### src/rtl/cache_victim_ctrl.sv
// cache_victim_ctrl: miss/replacement controller for one set-associative cache bank.
// Accepts a miss, picks a victim way (first invalid way, else the one-hot LRU way, else
// way 0), writes a dirty victim back, requests the fill, then commits the new line and
// pulses lru_touch so the LRU FSM marks the filled way as most recently used.
//
// Ports:
//   clk, rst                 clock, synchronous active-high reset
//   miss_v/miss_rdy          miss request handshake; miss_tag/miss_idx latched on accept
//   way_valid/way_dirty      per-way state of the addressed set, sampled in SELECT
//   way_tags, lru_way        per-way tags and one-hot LRU way, sampled in SELECT
//   wb_v/wb_rdy              writeback handshake; wb_addr = {victim_tag, idx}, wb_way
//   fill_v/fill_rdy          fill request handshake; fill_addr = {miss_tag, idx}
//   fill_data_v              single-beat fill data return
//   way_we, lru_touch        one-cycle one-hot strobes in COMMIT
//   miss_done                one-cycle pulse when the miss is serviced
//
// Optional: define VICTIM_CTRL_PERF_EN to add perf_miss_cnt / perf_wb_cnt (16-bit,
// wrapping) counting serviced misses and writeback handshakes.
module cache_victim_ctrl #(
  parameter int unsigned WAYS  = 4,
  parameter int unsigned TAG_W = 8,
  parameter int unsigned IDX_W = 4
) (
  input  logic                   clk,
  input  logic                   rst,
  input  logic                   miss_v,
  output logic                   miss_rdy,
  input  logic [TAG_W-1:0]       miss_tag,
  input  logic [IDX_W-1:0]       miss_idx,
  input  logic [WAYS-1:0]        way_valid,
  input  logic [WAYS-1:0]        way_dirty,
  input  logic [WAYS*TAG_W-1:0]  way_tags,
  input  logic [WAYS-1:0]        lru_way,
  output logic                   wb_v,
  input  logic                   wb_rdy,
  output logic [TAG_W+IDX_W-1:0] wb_addr,
  output logic [WAYS-1:0]        wb_way,
  output logic                   fill_v,
  input  logic                   fill_rdy,
  output logic [TAG_W+IDX_W-1:0] fill_addr,
  input  logic                   fill_data_v,
  output logic [WAYS-1:0]        way_we,
  output logic [WAYS-1:0]        lru_touch,
  output logic                   miss_done
`ifdef VICTIM_CTRL_PERF_EN
  ,
  output logic [15:0]            perf_miss_cnt,
  output logic [15:0]            perf_wb_cnt
`endif
);

  localparam int unsigned WIW = (WAYS > 1) ? $clog2(WAYS) : 1;

  typedef enum logic [2:0] {
    StIdle,
    StSelect,
    StWbReq,
    StFillReq,
    StFillWait,
    StCommit
  } state_e;

  state_e state_q, state_d;

  logic [TAG_W-1:0] tag_q, vtag_q;
  logic [IDX_W-1:0] idx_q;
  logic [WAYS-1:0]  victim_q;
  logic             vdirty_q;

  // Victim selection, only consumed in StSelect.
  logic [WIW-1:0]   sel_idx;
  logic [WAYS-1:0]  sel_way;
  logic [TAG_W-1:0] sel_tag;
  logic             sel_dirty;
  logic             found_inv;
  logic             lru_onehot;

  always_comb begin
    sel_idx    = '0;
    found_inv  = 1'b0;
    lru_onehot = (lru_way != '0) && ((lru_way & (lru_way - WAYS'(1))) == '0);
    for (int i = 0; i < WAYS; i++) begin
      if (!way_valid[i] && !found_inv) begin
        found_inv = 1'b1;
        sel_idx   = WIW'(i);
      end
    end
    if (!found_inv && lru_onehot) begin
      for (int i = 0; i < WAYS; i++) begin
        if (lru_way[i]) sel_idx = WIW'(i);
      end
    end
    sel_way   = WAYS'(1) << sel_idx;
    sel_tag   = way_tags[sel_idx*TAG_W +: TAG_W];
    sel_dirty = way_valid[sel_idx] & way_dirty[sel_idx];
  end

  always_comb begin
    state_d = state_q;
    unique case (state_q)
      StIdle:     if (miss_v) state_d = StSelect;
      StSelect:   state_d = sel_dirty ? StWbReq : StFillReq;
      StWbReq:    if (wb_rdy) state_d = StFillReq;
      StFillReq:  if (fill_rdy) state_d = StFillWait;
      StFillWait: if (fill_data_v) state_d = StCommit;
      StCommit:   state_d = StIdle;
      default:    state_d = StIdle;
    endcase
  end

  always_ff @(posedge clk) begin
    if (rst) begin
      state_q  <= StIdle;
      tag_q    <= '0;
      idx_q    <= '0;
      victim_q <= '0;
      vtag_q   <= '0;
      vdirty_q <= 1'b0;
    end else begin
      state_q <= state_d;
      if (state_q == StIdle && miss_v) begin
        tag_q <= miss_tag;
        idx_q <= miss_idx;
      end
      if (state_q == StSelect) begin
        victim_q <= sel_way;
        vtag_q   <= sel_tag;
        vdirty_q <= sel_dirty;
      end
    end
  end

  always_comb begin
    miss_rdy  = (state_q == StIdle);
    wb_v      = (state_q == StWbReq);
    wb_addr   = {vtag_q, idx_q};
    wb_way    = victim_q;
    fill_v    = (state_q == StFillReq);
    fill_addr = {tag_q, idx_q};
    miss_done = (state_q == StCommit);
    way_we    = miss_done ? victim_q : '0;
    lru_touch = miss_done ? victim_q : '0;
  end

`ifdef VICTIM_CTRL_PERF_EN
  logic [15:0] perf_miss_q, perf_wb_q;

  always_ff @(posedge clk) begin
    if (rst) begin
      perf_miss_q <= '0;
      perf_wb_q   <= '0;
    end else begin
      if (miss_done)     perf_miss_q <= perf_miss_q + 16'd1;
      if (wb_v && wb_rdy) perf_wb_q  <= perf_wb_q + 16'd1;
    end
  end

  assign perf_miss_cnt = perf_miss_q;
  assign perf_wb_cnt   = perf_wb_q;
`endif

endmodule

### config.mk
export PLATFORM = sky130hd
export DESIGN_NAME = cache_victim_ctrl
export DESIGN_NICKNAME = d
export VERILOG_FILES = /design/src/rtl/cache_victim_ctrl.sv
export SDC_FILE = /design/constraint.sdc
export NUM_CORES = 1
export LEC_CHECK = 0
export CORE_MARGIN = 3
export CORE_UTILIZATION = 38
export DETAILED_ROUTE_END_ITERATION = 16
export PLACE_DENSITY_LB_ADDON = 0.25
export SYNTH_ARGS = -nofsm -noshare
export SYNTH_HDL_FRONTEND = slang
export SYNTH_SLANG_ARGS = --single-unit
export TNS_END_PERCENT = 100
### constraint.sdc
create_clock -name clk -period 3.2 [get_ports clk]
set_input_delay 0.32 -clock clk [delete_from_list [all_inputs] [get_ports clk]]
set_output_delay 0.32 -clock clk [all_outputs]
set_load 0.02 [all_outputs]
==> impl_metrics.csv <==
group,metric,value,unit
floorplanning,die_height,68.7,um
grt,met2_usage,32.1,%
sta,slew_headroom,58.3,%
setup_path,worstPathArrival,1.89,ns
grt,globalRouteMet1Util,20.4,%
floorplanning,rows,22,
clock_tree,ctsHtreeMaxLevel,1,
run_status,status,"finished, final reports clean",
grt,grt_use_met3,6.97,%
synthesis,yosys-top-cells-area,"dfxtp_1 36%, nand2_1 9.5%, mux2i_1 5.4%",
clock_tree,clk_pin_slew,0.10,ns
placed_design,numPortBuffers,101,
finish,seqCellArea,541,um2
placed_design,gp_congestion,0.770,
floorplanning,die_area,4720,um2
grt,top_usage_layer,"met2",
detailed_routing,dr.pass1.iters,4,
detailed_routing,antenna_left,0,
finish,finalNonFillerCells,329,
finish,finalNetCount,344,
placed_design,place_ws,0.730,ns
finish,drive_above_1_share,3.20,%
finish,multi_input_area,830,um2
sta,finalHoldViolCount,0,
detailed_routing,viasPerCell,5.01,
clock_tree,clkSinkCount,27,
power,p_leak,0.000936,uW
placed_design,hpwl,3470,um
clock_tree,cts-root-buf,"clkbuf_8",
clock_tree,post_cts_resized,0,
synthesis,yosysSeqAreaShare,36.2,%
floorplanning,fp.dieW,68.7,um
synthesis,synth_top_area_share,36.2,%
synthesis,async_flop_share,0,%
sta,setup_violations,0,
floorplanning,core,3720,um2
clock_tree,postCtsSetupBuffers,0,
sta,clock_skew,0.00177,ns
grt,grt_max_degree,17,
sta,min_period,2.21,ns
synthesis,syn-cell-area,1490,um2
grt,track_usage,18.3,%
setup_path,cp.required,2.88,ns
sta,slew_viol_final,0,
placed_design,dp_cells,325,
synthesis,yosysTopAreaCell,"dfxtp_1",
synthesis,synth_cell_types,36,
worst_hold_path,hold_path_class,"flop to flop",
synthesis,syn-num-nets,256,
flow_run,maxCapViolCount,0,
finish,fillers,322,
detailed_routing,totalWireLength,4340,um
grt,antenna_found_initial,0,
synthesis,synth_flop_cell,"dfxtp_1",
grt,grt_pass1_wl,6620,um
setup_path,crit_fanout,12,
detailed_routing,drc,0,
synthesis,ys_seq_elements,27,
detailed_routing,vias,1647,
clock_tree,cts_tree,"yes",
setup_path,startpoint_type,"flop",
sta,finalCritPeriodShare,69.1,%
synthesis,synth_warnings,0,
sta,fmax,453,MHz
finish,antennaDiodeCount,0,
power,ir_worst_vdd,190,uV
sta,worst_slew_pin_slew,0.625,ns
grt,grt_pass1_vias,1512,
clock_tree,cts-buffers-inserted,3,
sta,fin_ws,0.990,ns
floorplanning,num_io_pins,102,
synthesis,synth_edf_count,0,
setup_path,end_kind,"output pin",
detailed_routing,drtIter0Drc,46,
finish,areaGrowthSynthToFinish,68.7,%
synthesis,syn_inst,194,
sta,grt_setup_unrepaired,"false",
clock_tree,clk_latency,0.27,ns
clock_tree,cts_max_path_buffers,2,
setup_path,crit_type,"flop to output pin",
grt,grt.overflow.total,0,
clock_tree,cts_hold_buf,0,
detailed_routing,routedWlPerCell,13.2,um
synthesis,syn_avg_cell_area,7.70,um2
power,powerDensity,356,nW/um2
floorplanning,start_util,40.2,%
sta,fin_setup_tns,0,ns
## path summary, 6_finish.rpt
kind / end / start / slack [ns] / cells past startpoint
hold reg to reg: tag_q[5] / tag_q[5] / 0.46 / 2
setup / recovery: lru_touch[3] / state_q[2] / 0.99 / 4
setup reg to reg: vtag_q[7] / state_q[0] / 1.38 / 3
hold / removal: tag_q[5] / tag_q[5] / 0.46 / 2
## metrics by stage
| stage | total power [uW] | hold slack [ns] | cell area (um2) | util (%) |
|---|---|---|---|---|
| finish | 897 | 0.459 | 2520 | 67.8 |
| global route | 946 | 0.483 | 2520 | 67.8 |
| CTS | 909 | 0.461 | 2520 | 67.8 |
| detailed placement | 706 | 0.447 | 2470 | 66.5 |
| global placement | 701 | 0.442 | 2470 | 66.5 |
| floorplan | 548 | 0.456 | 1490 | - |
## worst max-delay path, stage by stage (launching register included)
cell and delay [ns]:
dfxtp_1 0.52, nand2_1 0.08, nor2_1 0.21, and2_1 0.19, clkdlybuf4s50_1 0.61
## registers in the layout (all words and copies together), names as in the netlist
| register | flops |
|---|---|
| wb_way | 4 |
| vtag_q | 8 |
| state_q | 3 |
| idx_q | 4 |
| tag_q | 8 |
## layout by cell type, fill, tap and decap left out, drive strengths merged, types with 4 or more instances in the layout
cell	netlist	routed
nor2	10	10
a21o	8	8
o211ai	8	8
a22oi	5	5
mux2i	8	8
nand3	10	10
and2	6	6
o21ai	11	11
a21oi	14	14
dfxtp	27	27
clkdlybuf4s50	0	101
nor2b	4	4
nor3b	4	4
nand2	38	38
## layer usage
| metal | vias up | part of all wire [%] |
|---|---|---|
| met5 | - | 0 |
| met4 | 0 | 1.8 |
| met3 | 8 | 11 |
| met2 | 76 | 48 |
| met1 | 719 | 39 |
| li1 | 844 | - |
## Yosys cell counts, drive strengths merged (4+ instances only)
cell / instances
nor2: 10
a21o: 8
nand2: 38
buf: 13
and2: 6
o211ai: 8
mux2i: 8
a22oi: 5
dfxtp: 27
nor3b: 4
a21oi: 14
o21ai: 11
clkbuf: 8
nand3: 10
nor2b: 4
## final cells by class
cell class / instances / share of cell area, %
repair buffers: 104 / 41.0
multi-input cells: 144 / 32.9
flip-flops and latches: 27 / 21.4
well taps: 48 / 2.38
clock buffers: 3 / 1.64
clock inverters: 1 / 0.298
inverters: 2 / 0.298
## where the power goes
part	internal [uW]	total, uW	switching [uW]
clock network	88.4	201	112
registers	366	388	22.5
logic	168	309	141
total	622	897	275
## cells by family after synthesis
family	after synthesis	synth area share, %
compound gates	50	21.0
xor+xnor	2	1.17
buf+inv	23	8.29
flops	27	36.2
mux	8	5.36
simple gates	84	28.0
Power figures use the tool's default switching activity.
